### config.mk
export PLATFORM = sky130hd
export DESIGN_NAME = uart_msg_framer
export DESIGN_NICKNAME = d
export VERILOG_FILES = /design/src/rtl/uart_framer_pkg.sv /design/src/rtl/uart_frame_timer.sv /design/src/rtl/uart_msg_framer.sv
export SDC_FILE = /design/constraint.sdc
export NUM_CORES = 1
export LEC_CHECK = 0
export CAP_MARGIN = 25
export CORE_MARGIN = 1.5
export CORE_UTILIZATION = 28
export DETAILED_ROUTE_END_ITERATION = 12
export DONT_BUFFER_PORTS = 1
export PLACE_DENSITY = 0.4
export REMOVE_ABC_BUFFERS = 1
export SLEW_MARGIN = 5
export SYNTH_ARGS = -nofsm -noshare
export SYNTH_HDL_FRONTEND = slang
export SYNTH_HIERARCHICAL = 1
export SYNTH_SLANG_ARGS = --single-unit
### constraint.sdc
create_clock -name clk -period 2.5 [get_ports clk]
set_input_delay 0.5 -clock clk [delete_from_list [all_inputs] [get_ports clk]]
set_output_delay 0.5 -clock clk [all_outputs]
set_load 0.03 [all_outputs]
### src/rtl/uart_framer_pkg.sv
// Shared types and helpers for the UART market-data message framer.
package uart_framer_pkg;

    typedef enum logic [2:0] {
        S_HUNT,
        S_LEN,
        S_PAYLOAD,
        S_CKSUM,
        S_HOLD
    } framer_state_t;

    localparam logic [7:0] DEFAULT_SYNC_BYTE = 8'hA5;

    function automatic logic len_ok(input logic [7:0] len, input int max_len);
        return (len != 8'd0) && (int'(len) <= max_len);
    endfunction

endpackage

### src/rtl/uart_frame_timer.sv
// Inter-byte idle counter; expire pulses when TIMEOUT_CLKS idle clocks pass inside a frame.
module uart_frame_timer #(
    parameter int TIMEOUT_CLKS = 50000
) (
    input  logic clk,
    input  logic rst_n,
    input  logic enable,
    input  logic clear,
    output logic expire
);

    localparam int CNT_W = (TIMEOUT_CLKS > 1) ? $clog2(TIMEOUT_CLKS) : 1;

    logic [CNT_W-1:0] cnt;

    // An arriving byte beats expiry in the same cycle.
    assign expire = enable && !clear && (cnt == CNT_W'(TIMEOUT_CLKS - 1));

    always_ff @(posedge clk or negedge rst_n) begin
        if (!rst_n) begin
            cnt <= '0;
        end else if (!enable || clear || expire) begin
            cnt <= '0;
        end else begin
            cnt <= cnt + CNT_W'(1);
        end
    end

endmodule

### src/rtl/uart_msg_framer.sv
// Frames SYNC/LEN/payload/CK byte streams into checked messages on a valid/ready port.
// Optional FRAMER_TS_EN: stamps each message with a free-running cycle count at SYNC.
module uart_msg_framer
    import uart_framer_pkg::*;
#(
    parameter int         MAX_PAYLOAD  = 16,
    parameter logic [7:0] SYNC_BYTE    = DEFAULT_SYNC_BYTE,
    parameter int         TIMEOUT_CLKS = 50000,
    parameter int         TS_W         = 32
) (
    input  logic                               clk,
    input  logic                               rst_n,
    input  logic                               rx_valid,
    input  logic [7:0]                         rx_data,
    output logic                               msg_valid,
    input  logic                               msg_ready,
    output logic [$clog2(MAX_PAYLOAD+1)-1:0]   msg_len,
    output logic [8*MAX_PAYLOAD-1:0]           msg_data,
    output logic [TS_W-1:0]                    msg_ts,
    output logic                               err_cksum,
    output logic                               err_len,
    output logic                               err_timeout,
    output logic [15:0]                        drop_cnt
);

    localparam int LEN_W = $clog2(MAX_PAYLOAD + 1);

    framer_state_t    state;
    logic [7:0]       cksum;
    logic [LEN_W-1:0] idx;
    logic             timer_en;
    logic             expire;
    logic             sync_hit;

    function automatic logic [15:0] sat_inc16(input logic [15:0] v);
        return (v == 16'hFFFF) ? v : v + 16'd1;
    endfunction

    assign timer_en = (state == S_LEN) || (state == S_PAYLOAD) || (state == S_CKSUM);
    assign sync_hit = (state == S_HUNT) && rx_valid && (rx_data == SYNC_BYTE);

    uart_frame_timer #(
        .TIMEOUT_CLKS(TIMEOUT_CLKS)
    ) u_timer (
        .clk    (clk),
        .rst_n  (rst_n),
        .enable (timer_en),
        .clear  (rx_valid),
        .expire (expire)
    );

    always_ff @(posedge clk or negedge rst_n) begin
        if (!rst_n) begin
            state       <= S_HUNT;
            cksum       <= '0;
            idx         <= '0;
            msg_valid   <= 1'b0;
            msg_len     <= '0;
            msg_data    <= '0;
            err_cksum   <= 1'b0;
            err_len     <= 1'b0;
            err_timeout <= 1'b0;
            drop_cnt    <= '0;
        end else begin
            err_cksum   <= 1'b0;
            err_len     <= 1'b0;
            err_timeout <= 1'b0;
            case (state)
                S_HUNT: begin
                    if (sync_hit) begin
                        msg_data <= '0;
                        cksum    <= '0;
                        state    <= S_LEN;
                    end
                end
                S_LEN: begin
                    if (rx_valid) begin
                        if (len_ok(rx_data, MAX_PAYLOAD)) begin
                            msg_len <= LEN_W'(rx_data);
                            cksum   <= cksum ^ rx_data;
                            idx     <= '0;
                            state   <= S_PAYLOAD;
                        end else begin
                            err_len <= 1'b1;
                            state   <= S_HUNT;
                        end
                    end else if (expire) begin
                        err_timeout <= 1'b1;
                        state       <= S_HUNT;
                    end
                end
                S_PAYLOAD: begin
                    // SYNC_BYTE here is ordinary payload; no resynchronisation.
                    if (rx_valid) begin
                        for (int i = 0; i < MAX_PAYLOAD; i++) begin
                            if (idx == LEN_W'(i)) msg_data[8*i +: 8] <= rx_data;
                        end
                        cksum <= cksum ^ rx_data;
                        if (idx == msg_len - LEN_W'(1)) state <= S_CKSUM;
                        else                            idx   <= idx + LEN_W'(1);
                    end else if (expire) begin
                        err_timeout <= 1'b1;
                        state       <= S_HUNT;
                    end
                end
                S_CKSUM: begin
                    if (rx_valid) begin
                        if (rx_data == cksum) begin
                            msg_valid <= 1'b1;
                            state     <= S_HOLD;
                        end else begin
                            err_cksum <= 1'b1;
                            state     <= S_HUNT;
                        end
                    end else if (expire) begin
                        err_timeout <= 1'b1;
                        state       <= S_HUNT;
                    end
                end
                S_HOLD: begin
                    if (rx_valid) drop_cnt <= sat_inc16(drop_cnt);
                    if (msg_ready) begin
                        msg_valid <= 1'b0;
                        state     <= S_HUNT;
                    end
                end
                default: state <= S_HUNT;
            endcase
        end
    end

`ifdef FRAMER_TS_EN
    logic [TS_W-1:0] ts_cnt;

    always_ff @(posedge clk or negedge rst_n) begin
        if (!rst_n) begin
            ts_cnt <= '0;
            msg_ts <= '0;
        end else begin
            ts_cnt <= ts_cnt + TS_W'(1);
            if (sync_hit) msg_ts <= ts_cnt;
        end
    end
`else
    assign msg_ts = '0;
`endif

endmodule

==> reports/summary.txt <==
Outcome -> finished with violations
Failing checks -> hold timing
CP required -> 2.80 ns
Leak -> 3.96 nW
Setup CP Type -> register to register
Power Dens Cells -> 776 mW/mm^2
Top achievable clock speed -> 0.441 GHz
Sw Pwr -> 2.08 mW
Fraction of layout cells with a size suffix above 1 -> 0.112
Overall power -> 7.20 mW
Vias in the first global route -> 5407
Reg2reg start -> msg_len[2]$_DFFE_PN0P_
Layout fillers -> 3124
FP Rows -> 63
Post-synthesis mux area share -> 0.0104
WL/cell -> 17.9 um
First-pass GRT wire length -> 33900 um
Cell type with the largest total area after synthesis -> dfrtp_1
RSZ-0062 raised after global routing -> false
Die area -> 0.0312 sq mm
Avg Inst Size Synth -> 10.3 sq um
Logic pwr share -> 0.128
Post-route minimum period -> 2.27 ns
Max Slew Vio Count -> 0
Maximum vdd drop -> 0.472 mV
Via Count -> 5523
Synth top area share -> 0.548
Crit path max-delay cell type -> a311oi_2
1st-iter DRT viols -> 321
Final hold violation count -> 185
Mapped Cells -> 817
Synth Area in XOR/XNOR -> 0.0404
Fin Hold WS -> -0.230 ns
Final Wtd Congestion -> 0.712
Die width -> 177 um
Asr flop ratio synth -> 1.00
Die H -> 177 um
Total track usage -> 0.143
Power share of the clock group -> 0.390
Final setup fails -> 0
Clock buffer count from CTS -> 17
Worst rel slew slack -> 0.380
Flop pwr share -> 0.482
Final Skew -> 0.0152 ns
Number of port buffers -> 0
Metal-1 WL -> 9870 um
Worst skew pair latency -> 0.44 ns
Worst-Margin Slew -> 0.923 ns
Vias per cell -> 4.53
Simple-gate share of the synthesized area -> 0.185
EDFF count, synth -> 0
Post-Syn Area -> 0.00845 sq mm
CTS Sinks -> 185
Area grow syn2layout -> 9.91%
Met3 wire len -> 1650 um
Switching share of power -> 0.289
Largest family of logic cells by synthesized area -> simple AND/OR/NAND/NOR gates
Synth top area cells -> dfrtp_1, o21ai_0, nand2_1
Nets -> 839
TritonCTS clock tree -> built
Sequential fraction of the synthesis area -> 0.548
Post-CTS Setup Inserts -> 0
Max-cap violations -> 0
Layout Utilization -> 0.313
Worst Setup SP -> msg_len[2]$_DFFE_PN0P_
GRT overflow -> 0
Crit-path max FO -> 8
Antenna cells -> 0
Residual DRC -> 0
CTS resizes -> 0
Int Pwr -> 5.12 mW
WP data arrival -> 2.57 ns
Worst path cell trace -> nor2b_1, or3_1, a311oi_2, or2_1, o21ai_0
H-tree depth -> 4
Max Root-Sink Buffers -> 2
Compound-Gate Fraction of Synth Area -> 0.134
CTS clk-pin slew, worst paths -> 0.07 ns
Root buf cell -> clkbuf_16
TritonRoute pass-1 iters -> 4
Met2 routed WL -> 10100 um
Synth Register Bits -> 185
Largest net degree at the start of global routing -> 186
DRT Wirelength -> 21800 um
Post-synth cell types -> 69
Adder-cell share of the synthesized area -> 0.0118
I/O pins -> 197
Initial Util -> 0.285
Final ANT Viol Nets -> 0
Final HPWL from detailed placement -> 14400 um
Predominant post-synthesis flop cell -> dfrtp_1
CP top delay family -> simple AND/OR/NAND/NOR gates
Slowest stage delay, CP -> 0.60 ns
Initial antenna violation count -> 0
CP bufs+invs -> 0
Synth warn -> 6
Tcrit/Tclk final -> 0.908
Worst setup EP type -> register
HP Class -> input pin to async pin
Highest routed metal layer -> met4
Core area -> 0.0296 sq mm
Critical Path Start Type -> register
cells in the mapped netlist (11+ instances only):
library cell	instances
buf_4	33
buf_6	18
clkbuf_1	18
dfrtp_1	185
nand2_1	148
nand2b_1	11
nand3_1	13
nor2_1	46
nor3_1	12
o21ai_0	141
o21ai_1	18
xnor2_1	22
xor2_1	17
sequential cells by signal, indices dropped and copies added (netlist names):
name,flops
u_timer/cnt,16
err_timeout,1
cksum,8
err_len,1
drop_cnt,16
msg_data,128
idx,5
msg_valid,1
state,3
msg_len,5
err_cksum,1
worst paths after layout:
| kind | to | slack (ns) | depth (start not counted) |
|---|---|---|---|
| worst min-delay path | msg_data[109]$_DFFE_PN0P_ | -0.23 | 0 |
| max in group asynchronous | drop_cnt[13]$_DFFE_PN0P_ | 2.51 | 0 |
| min in group clk | err_timeout$_DFF_PN0_ | 0.15 | 1 |
| worst max-delay path | idx[4]$_DFFE_PN0P_ | 0.23 | 5 |
| worst max register to register | idx[4]$_DFFE_PN0P_ | 0.23 | 5 |
| worst min register to register | u_timer/cnt[0]$_DFF_PN0_ | 0.54 | 1 |
cell usage in the layout (no fill, tap or decap), types with 3 or more instances in the layout:
master / Yosys / layout
dfrtp_1: 185 / 185
nand2_1: 148 / 148
o21ai_0: 141 / 141
nor2_1: 46 / 45
conb_1: 1 / 32
buf_4: 33 / 26
xnor2_1: 22 / 22
o21ai_1: 18 / 18
xor2_1: 17 / 17
clkbuf_16: 0 / 17
nand3_1: 13 / 13
nor3_1: 12 / 12
nand2b_1: 11 / 11
inv_1: 9 / 9
and3_1: 8 / 8
o21ai_4: 8 / 8
ha_1: 8 / 8
nand4_1: 6 / 6
mux2_2: 6 / 6
nand4b_1: 6 / 6
o211ai_1: 5 / 5
nor4_1: 4 / 4
nor2b_1: 4 / 4
nor4bb_1: 3 / 3
nor2_2: 2 / 3
clkinvlp_4: 0 / 3
bufinv_16: 0 / 3
nor4_2: 3 / 3
power by group through the flow:
stage          combinational [mW]  clock (mW)  sequential, mW
3_5_place_dp                0.936           0            3.54
3_3_place_gp                0.936           0            3.54
5_1_grt                      1.03        3.03            3.51
4_1_cts                     0.938        2.90            3.48
2_1_floorplan               0.660           0            3.51
6_report                    0.920        2.81            3.47
cells by family (layout without fill, tap and decap cells):
family | after synthesis | in the layout
other | 1 | 32
flip-flops | 185 | 185
AND/OR/NAND/NOR | 300 | 300
buffers and inverters | 83 | 65
multiplexers | 8 | 8
AO/OA/AOI/OAI | 193 | 193
XOR/XNOR | 39 | 39
adder cells (fa/ha/maj) | 8 | 8
per-layer routing:
layer	vias to the layer above	track usage
li1	2720	-
met1	2651	0.188
met2	142	0.223
met3	10	0.0503
met4	0	0.0350
met5	-	0
per-stage QoR:
| stage | cells | TNS (ns) | worst slack (ns) | cell area, sq um |
|---|---|---|---|---|
| 2_1_floorplan | 774 | -15.77 | -0.292 | 8010 |
| 6_report | 1220 | 0 | 0.231 | 9290 |
| 3_5_place_dp | 1189 | 0 | 0.0257 | 8690 |
| 4_1_cts | 1219 | 0 | 0.207 | 9280 |
| 5_1_grt | 1220 | 0 | 0.0293 | 9290 |
| 3_3_place_gp | 1189 | 0 | 0.00132 | 8690 |
area by class of cell:
class	count	area, sq um	share of cell area
flip-flops and latches	185	4630	0.499
multi-input cells	580	3350	0.360
well taps	390	488	0.0526
clock buffers	19	443	0.0477
repair buffers	26	195	0.0210
clock inverters	11	149	0.0160
inverters	9	33.8	0.00364
No activity file was read; power rests on OpenSTA's default activity.
